==> src/rtl/construtor_caminho_pkg.sv <==
// rtl/construtor_caminho_pkg.sv - shared types and defaults for the path-construction stage
package construtor_caminho_pkg;

    localparam int CC_ADDR_WIDTH = 6;

    typedef enum logic [2:0] {
        CC_OCIOSO = 3'd0,
        CC_LER    = 3'd1,
        CC_ESPERA = 3'd2,
        CC_ENVIAR = 3'd3,
        CC_ERRO   = 3'd4
    } cc_estado_t;

endpackage

==> src/rtl/construtor_caminho_pilha.sv <==
// rtl/construtor_caminho_pilha.sv - path LIFO with push/pop/clear, registered count, combinational top
module construtor_caminho_pilha #(
    parameter int ADDR_WIDTH  = 6,
    parameter int MAX_CAMINHO = 2**ADDR_WIDTH
) (
    input  logic                  clk,
    input  logic                  rst_n,
    input  logic                  push,
    input  logic                  pop,
    input  logic                  clear,
    input  logic [ADDR_WIDTH-1:0] push_data,
    output logic [ADDR_WIDTH-1:0] top_data,
    output logic [ADDR_WIDTH:0]   count
);

    localparam int CW = ADDR_WIDTH + 1;
    localparam int IW = (MAX_CAMINHO > 1) ? $clog2(MAX_CAMINHO) : 1;
    localparam logic [CW-1:0] CNT_UM = CW'(1);

    logic [ADDR_WIDTH-1:0] mem [MAX_CAMINHO];

    // Storage carries no reset: only entries below count are ever read as valid.
    always_ff @(posedge clk) begin
        if (push && !clear) begin
            mem[IW'(count)] <= push_data;
        end
    end

    always_ff @(posedge clk or negedge rst_n) begin
        if (!rst_n) begin
            count <= '0;
        end else if (clear) begin
            count <= '0;
        end else if (push && !pop) begin
            count <= count + CNT_UM;
        end else if (pop && !push) begin
            count <= count - CNT_UM;
        end
    end

    assign top_data = mem[IW'(count - CNT_UM)];

endmodule

==> src/rtl/construtor_caminho.sv <==
// rtl/construtor_caminho.sv - walks the predecessor chain destino->fonte and streams the path fonte-first
module construtor_caminho
    import construtor_caminho_pkg::*;
#(
    parameter int ADDR_WIDTH  = CC_ADDR_WIDTH,
    parameter int MAX_CAMINHO = 2**ADDR_WIDTH
) (
    input  logic                  clk,
    input  logic                  rst_n,
    input  logic                  cme_construir_caminho_in,
    input  logic [ADDR_WIDTH-1:0] top_fonte_in,
    input  logic [ADDR_WIDTH-1:0] top_destino_in,
    output logic                  cc_anterior_rd_en_out,
    output logic [ADDR_WIDTH-1:0] cc_anterior_rd_addr_out,
    input  logic [ADDR_WIDTH-1:0] gma_anterior_rd_data_in,
    output logic                  cc_caminho_valid_out,
    output logic [ADDR_WIDTH-1:0] cc_caminho_addr_out,
    input  logic                  lido_in,
    output logic                  cc_caminho_pronto_out,
    output logic                  cc_ocupado_out,
    output logic                  cc_erro_out
);

    localparam int CW = ADDR_WIDTH + 1;
    localparam logic [CW-1:0] CNT_MAX = CW'(MAX_CAMINHO);
    localparam logic [CW-1:0] CNT_UM  = CW'(1);

    cc_estado_t            estado;
    logic [ADDR_WIDTH-1:0] fonte;
    logic [ADDR_WIDTH-1:0] atual;

    logic                  push;
    logic                  pop;
    logic                  clear;
    logic [ADDR_WIDTH-1:0] push_data;
    logic [ADDR_WIDTH-1:0] topo;
    logic [CW-1:0]         count;
    logic                  cheia;
    logic                  aceite;

    assign cheia  = (count == CNT_MAX);
    assign aceite = (estado == CC_ENVIAR) && cc_caminho_valid_out && lido_in;

    construtor_caminho_pilha #(
        .ADDR_WIDTH  (ADDR_WIDTH),
        .MAX_CAMINHO (MAX_CAMINHO)
    ) u_pilha (
        .clk       (clk),
        .rst_n     (rst_n),
        .push      (push),
        .pop       (pop),
        .clear     (clear),
        .push_data (push_data),
        .top_data  (topo),
        .count     (count)
    );

    // The predecessor memory answers while rd_en is high, so ESPERA consumes the data directly.
    always_comb begin
        push      = 1'b0;
        pop       = 1'b0;
        clear     = 1'b0;
        push_data = '0;
        case (estado)
            CC_OCIOSO: begin
                push      = cme_construir_caminho_in;
                push_data = top_destino_in;
            end
            CC_ESPERA: begin
                push      = !cheia;
                push_data = gma_anterior_rd_data_in;
            end
            CC_ENVIAR: pop   = aceite;
            CC_ERRO:   clear = 1'b1;
            default: ;
        endcase
    end

    assign cc_caminho_addr_out = cc_caminho_valid_out ? topo : '0;

    always_ff @(posedge clk or negedge rst_n) begin
        if (!rst_n) begin
            estado                  <= CC_OCIOSO;
            fonte                   <= '0;
            atual                   <= '0;
            cc_anterior_rd_en_out   <= 1'b0;
            cc_anterior_rd_addr_out <= '0;
            cc_caminho_valid_out    <= 1'b0;
            cc_caminho_pronto_out   <= 1'b0;
            cc_ocupado_out          <= 1'b0;
            cc_erro_out             <= 1'b0;
        end else begin
            cc_anterior_rd_en_out   <= 1'b0;
            cc_anterior_rd_addr_out <= '0;
            cc_caminho_pronto_out   <= 1'b0;
            case (estado)
                CC_OCIOSO: begin
                    if (cme_construir_caminho_in) begin
                        fonte          <= top_fonte_in;
                        atual          <= top_destino_in;
                        cc_erro_out    <= 1'b0;
                        cc_ocupado_out <= 1'b1;
                        estado         <= CC_LER;
                    end
                end
                CC_LER: begin
                    if (atual == fonte) begin
                        estado <= CC_ENVIAR;
                    end else begin
                        cc_anterior_rd_en_out   <= 1'b1;
                        cc_anterior_rd_addr_out <= atual;
                        estado                  <= CC_ESPERA;
                    end
                end
                CC_ESPERA: begin
                    if (cheia) begin
                        cc_erro_out <= 1'b1;
                        estado      <= CC_ERRO;
                    end else begin
                        atual  <= gma_anterior_rd_data_in;
                        estado <= CC_LER;
                    end
                end
                CC_ENVIAR: begin
                    if (!cc_caminho_valid_out) begin
                        cc_caminho_valid_out <= 1'b1;
                    end else if (lido_in && (count == CNT_UM)) begin
                        cc_caminho_valid_out  <= 1'b0;
                        cc_caminho_pronto_out <= 1'b1;
                        cc_ocupado_out        <= 1'b0;
                        estado                <= CC_OCIOSO;
                    end
                end
                CC_ERRO: begin
                    cc_ocupado_out <= 1'b0;
                    estado         <= CC_OCIOSO;
                end
                default: begin
                    cc_ocupado_out <= 1'b0;
                    estado         <= CC_OCIOSO;
                end
            endcase
        end
    end

endmodule

==> config.mk <==
export PLATFORM = sky130hd
export DESIGN_NAME = construtor_caminho
export DESIGN_NICKNAME = d
export VERILOG_FILES = /design/src/rtl/construtor_caminho_pkg.sv /design/src/rtl/construtor_caminho_pilha.sv /design/src/rtl/construtor_caminho.sv
export SDC_FILE = /design/constraint.sdc
export NUM_CORES = 1
export LEC_CHECK = 0
export CAP_MARGIN = 0
export CORE_MARGIN = 2
export CORE_UTILIZATION = 48
export CTS_CLUSTER_DIAMETER = 100
export DETAILED_ROUTE_END_ITERATION = 10
export SKIP_CTS_REPAIR_TIMING = 1
export SLEW_MARGIN = 10
export SYNTH_ARGS = -nofsm -noshare
export SYNTH_HDL_FRONTEND = slang
export SYNTH_SLANG_ARGS = --single-unit
==> constraint.sdc <==
create_clock -name clk -period 4.1 [get_ports clk]
set_input_delay 0.41 -clock clk [delete_from_list [all_inputs] [get_ports clk]]
set_output_delay 0.41 -clock clk [all_outputs]
set_load 0.03 [all_outputs]
==> results.sh <==
export IMPL_design_area_um2=19600
export IMPL_clock_skew_ps=20.5
export IMPL_final_layout_size_suffix_gt1_frac=0.233
export IMPL_grt_util_all_layers=0.220
export IMPL_synthSimpleGateAreaFrac=0.0729
export IMPL_synth_flop_cell="edfxtp_1"
export IMPL_ff_latch_area_um2=12400
export IMPL_fmax_ghz=0.255
export IMPL_place_gp_congestion=0.771
export IMPL_drt_pass1_iter_count=5
export IMPL_drtAntennaViolNets=0
export IMPL_crit_path_max_fanout=31
export IMPL_drc=0
export IMPL_p_leak_nw=6.55
export IMPL_synthAdderAreaFrac=0.00296
export IMPL_ys_warnings_count=0
export IMPL_grt_pass1_vias=9144
export IMPL_worst_path_buf_inv=3
export IMPL_rsz0062_at_grt="no"
export IMPL_synth_xor_area_frac=0.00667
export IMPL_slowest_stage="a211oi_1"
export IMPL_fin_total_pwr_mw=16.0
export IMPL_io_pins=39
export IMPL_post_drt_via_cell_ratio=5.85
export IMPL_synth_compound_area_share=0.0279
export IMPL_report_final_slew_viol_count=0
export IMPL_multiInputGateArea_um2=4330
export IMPL_routed_wl_um=38700
export IMPL_hp_class="in2async"
export IMPL_holdWs_ps=288
export IMPL_tightest_slew_ps=1020
export IMPL_cts_clk_slew_worst_paths_ps=60
export IMPL_grt_ovfl_total=0
export IMPL_worstPathRequired_ps=3690
export IMPL_start_util=0.488
export IMPL_syn_nets=964
export IMPL_fin_nets=1062
export IMPL_crit_path_end_kind="primary output"
export IMPL_final_common_cell="edfxtp_1"
export IMPL_layout_common_cells="edfxtp_1 (384), mux4_2 (96), nand2_1 (88), nor2_1 (79), buf_4 (58)"
export IMPL_post_route_period_util=0.958
export IMPL_synth_cell_types=52
export IMPL_cts_buffer_depth=3
export IMPL_grt_start_max_net_pins=65
export IMPL_placed_area_um2=18200
export IMPL_path_class="reg2out"
export IMPL_tritoncts="built"
export IMPL_num_vias=8906
export IMPL_dpl_hpwl_um=23800
export IMPL_numCtsBuffers=44
export IMPL_critical_path_cell_chain="buf_6 -> o31ai_4 -> nand2_4 -> a211oi_1 -> a41o_1 -> o311ai_1 -> buf_4 -> buf_12"
export IMPL_clock_latency_ps=550
export IMPL_cts_root_buf="clkbuf_16"
export IMPL_synth_async_reset_ratio=0.0791
export IMPL_startpoint_type="register"
export IMPL_die_y_um=192
export IMPL_arrival_ps=3520
export IMPL_ctsHtreeMaxLevel=2
export IMPL_wl_per_cell_um=25.4
export IMPL_nFillCells=2649
export IMPL_ir_drop_uv=822
export IMPL_muxShareOfSynthArea=0.140
export IMPL_io_buffer_count=38
export IMPL_ys_ff_latch=417
export IMPL_diodes=0
export IMPL_netlist_area_um2=16900
export IMPL_path_delay_family="compound AO/OA/AOI/OAI gates"
export IMPL_powerDensity_nw_per_um2=818
export IMPL_core_area_um2=34600
export IMPL_synth_edf_count=384
export IMPL_synth_top_family_by_area="multiplexers"
export IMPL_tns_ps=0
export IMPL_die_area_um2=36700
export IMPL_fin_crit_ps=3930
export IMPL_syn_inst=938
export IMPL_hold_viol=0
export IMPL_clkSinkCount=417
export IMPL_row_count=68
export IMPL_antenna_found_initial=0
export IMPL_synth_area_per_cell_um2=18.0
export IMPL_max_slew_margin=0.321
export IMPL_slowest_delay_ps=600
export IMPL_status="finished clean"
export IMPL_cap_violations=0
export IMPL_die_x_um=192
export IMPL_area_growth_pct=16.1
export IMPL_drtIter0Drc=661
export IMPL_grt_pass1_wl_um=58500
export IMPL_ys_seq_area_frac=0.732
export IMPL_setup_viol=0
## through the flow
step / setup WS [ps] / std cells / util
final: 174 / 1522 / 0.566
after global routing: 16.5 / 1522 / 0.566
after CTS: 11.1 / 1519 / 0.563
after floorplan: 281 / 938 / -
after global placement: 589 / 1442 / 0.525
after detailed placement: 599 / 1442 / 0.525
## routing by layer
metal  GRT usage  up-vias  wire (µm)
met5           0        -          0
met4      0.0716        0       1080
met3      0.0437       70       2850
met2       0.340      321      18100
met1       0.317     4595      16600
li1            -     3920          -
## final timing paths
| check | start | endpoint | slack, ps | depth (start not counted) |
|---|---|---|---|---|
| min in group clk | u_pilha.count[6]$_DFFE_PN0P_ | u_pilha.count[6]$_DFFE_PN0P_ | 490 | 1 |
| min | rst_n | cc_anterior_rd_addr_out[3]$_DFF_PN0_ | 290 | 2 |
| max in group asynchronous | rst_n | u_pilha.count[0]$_DFFE_PN0P_ | 3470 | 2 |
| min reg2reg | u_pilha.count[6]$_DFFE_PN0P_ | u_pilha.count[6]$_DFFE_PN0P_ | 490 | 1 |
| max reg2reg | u_pilha.count[0]$_DFFE_PN0P_ | u_pilha.mem[29][2]$_DFFE_PP_ | 800 | 7 |
| max | u_pilha.count[0]$_DFFE_PN0P_ | cc_caminho_addr_out[3] | 170 | 8 |
## cell type report
class | instances | area share
Clock buffer | 61 | 0.0594
Timing Repair Buffer | 104 | 0.0527
Multi-Input combinational cell | 465 | 0.221
Tap cell | 455 | 0.0290
Sequential cell | 417 | 0.631
Clock inverter | 16 | 0.00677
Inverter | 4 | 0.000766
## sequential cells by signal, summed over array words and instances, names as in the netlist
register,count
cc_caminho_pronto_out,1
estado,3
u_pilha.mem,384
cc_anterior_rd_en_out,1
cc_erro_out,1
cc_ocupado_out,1
cc_anterior_rd_addr_out,6
u_pilha.count,7
cc_caminho_valid_out,1
atual,6
fonte,6
## where the power goes
group	switching (mW)	total (mW)	internal [mW]
combinational	4.04	6.91	2.88
clock	1.54	3.64	2.10
sequential	0.142	5.47	5.33
total	5.72	16.0	10.3
## worst register-to-register path, stage by stage, from the launching register on
cell,delay [ps]
dfrtp_4,560
inv_1,160
ha_1,210
and2_1,160
a311oi_2,330
buf_4,210
nand3_1,540
nor2_1,760
## cell families after synthesis
| group | after synthesis |
|---|---|
| buf+inv | 56 |
| simple gates | 272 |
| fa+ha+maj | 4 |
| compound gates | 61 |
| mux | 116 |
| flops | 417 |
| xor+xnor | 12 |
## synthesized netlist by cell type, drive strengths merged, types with 4 or more instances
library cell,n,area share
nand3,51,0.015
nand2,89,0.020
ha,4,0.0030
and3,10,0.0037
buf,37,0.013
inv,4,0.00089
a41o,6,0.0036
xnor2,5,0.0026
o311ai,6,0.0031
a211oi,9,0.0046
mux2,6,0.0040
o22a,7,0.0036
and2,13,0.0048
o21ai,9,0.0027
nor2,85,0.019
mux4,96,0.13
mux2i,14,0.0083
clkbuf,15,0.0033
a21oi,12,0.0036
xor2,7,0.0041
edfxtp,384,0.68
dfrtp,33,0.049
Power figures use the tool's default switching activity.
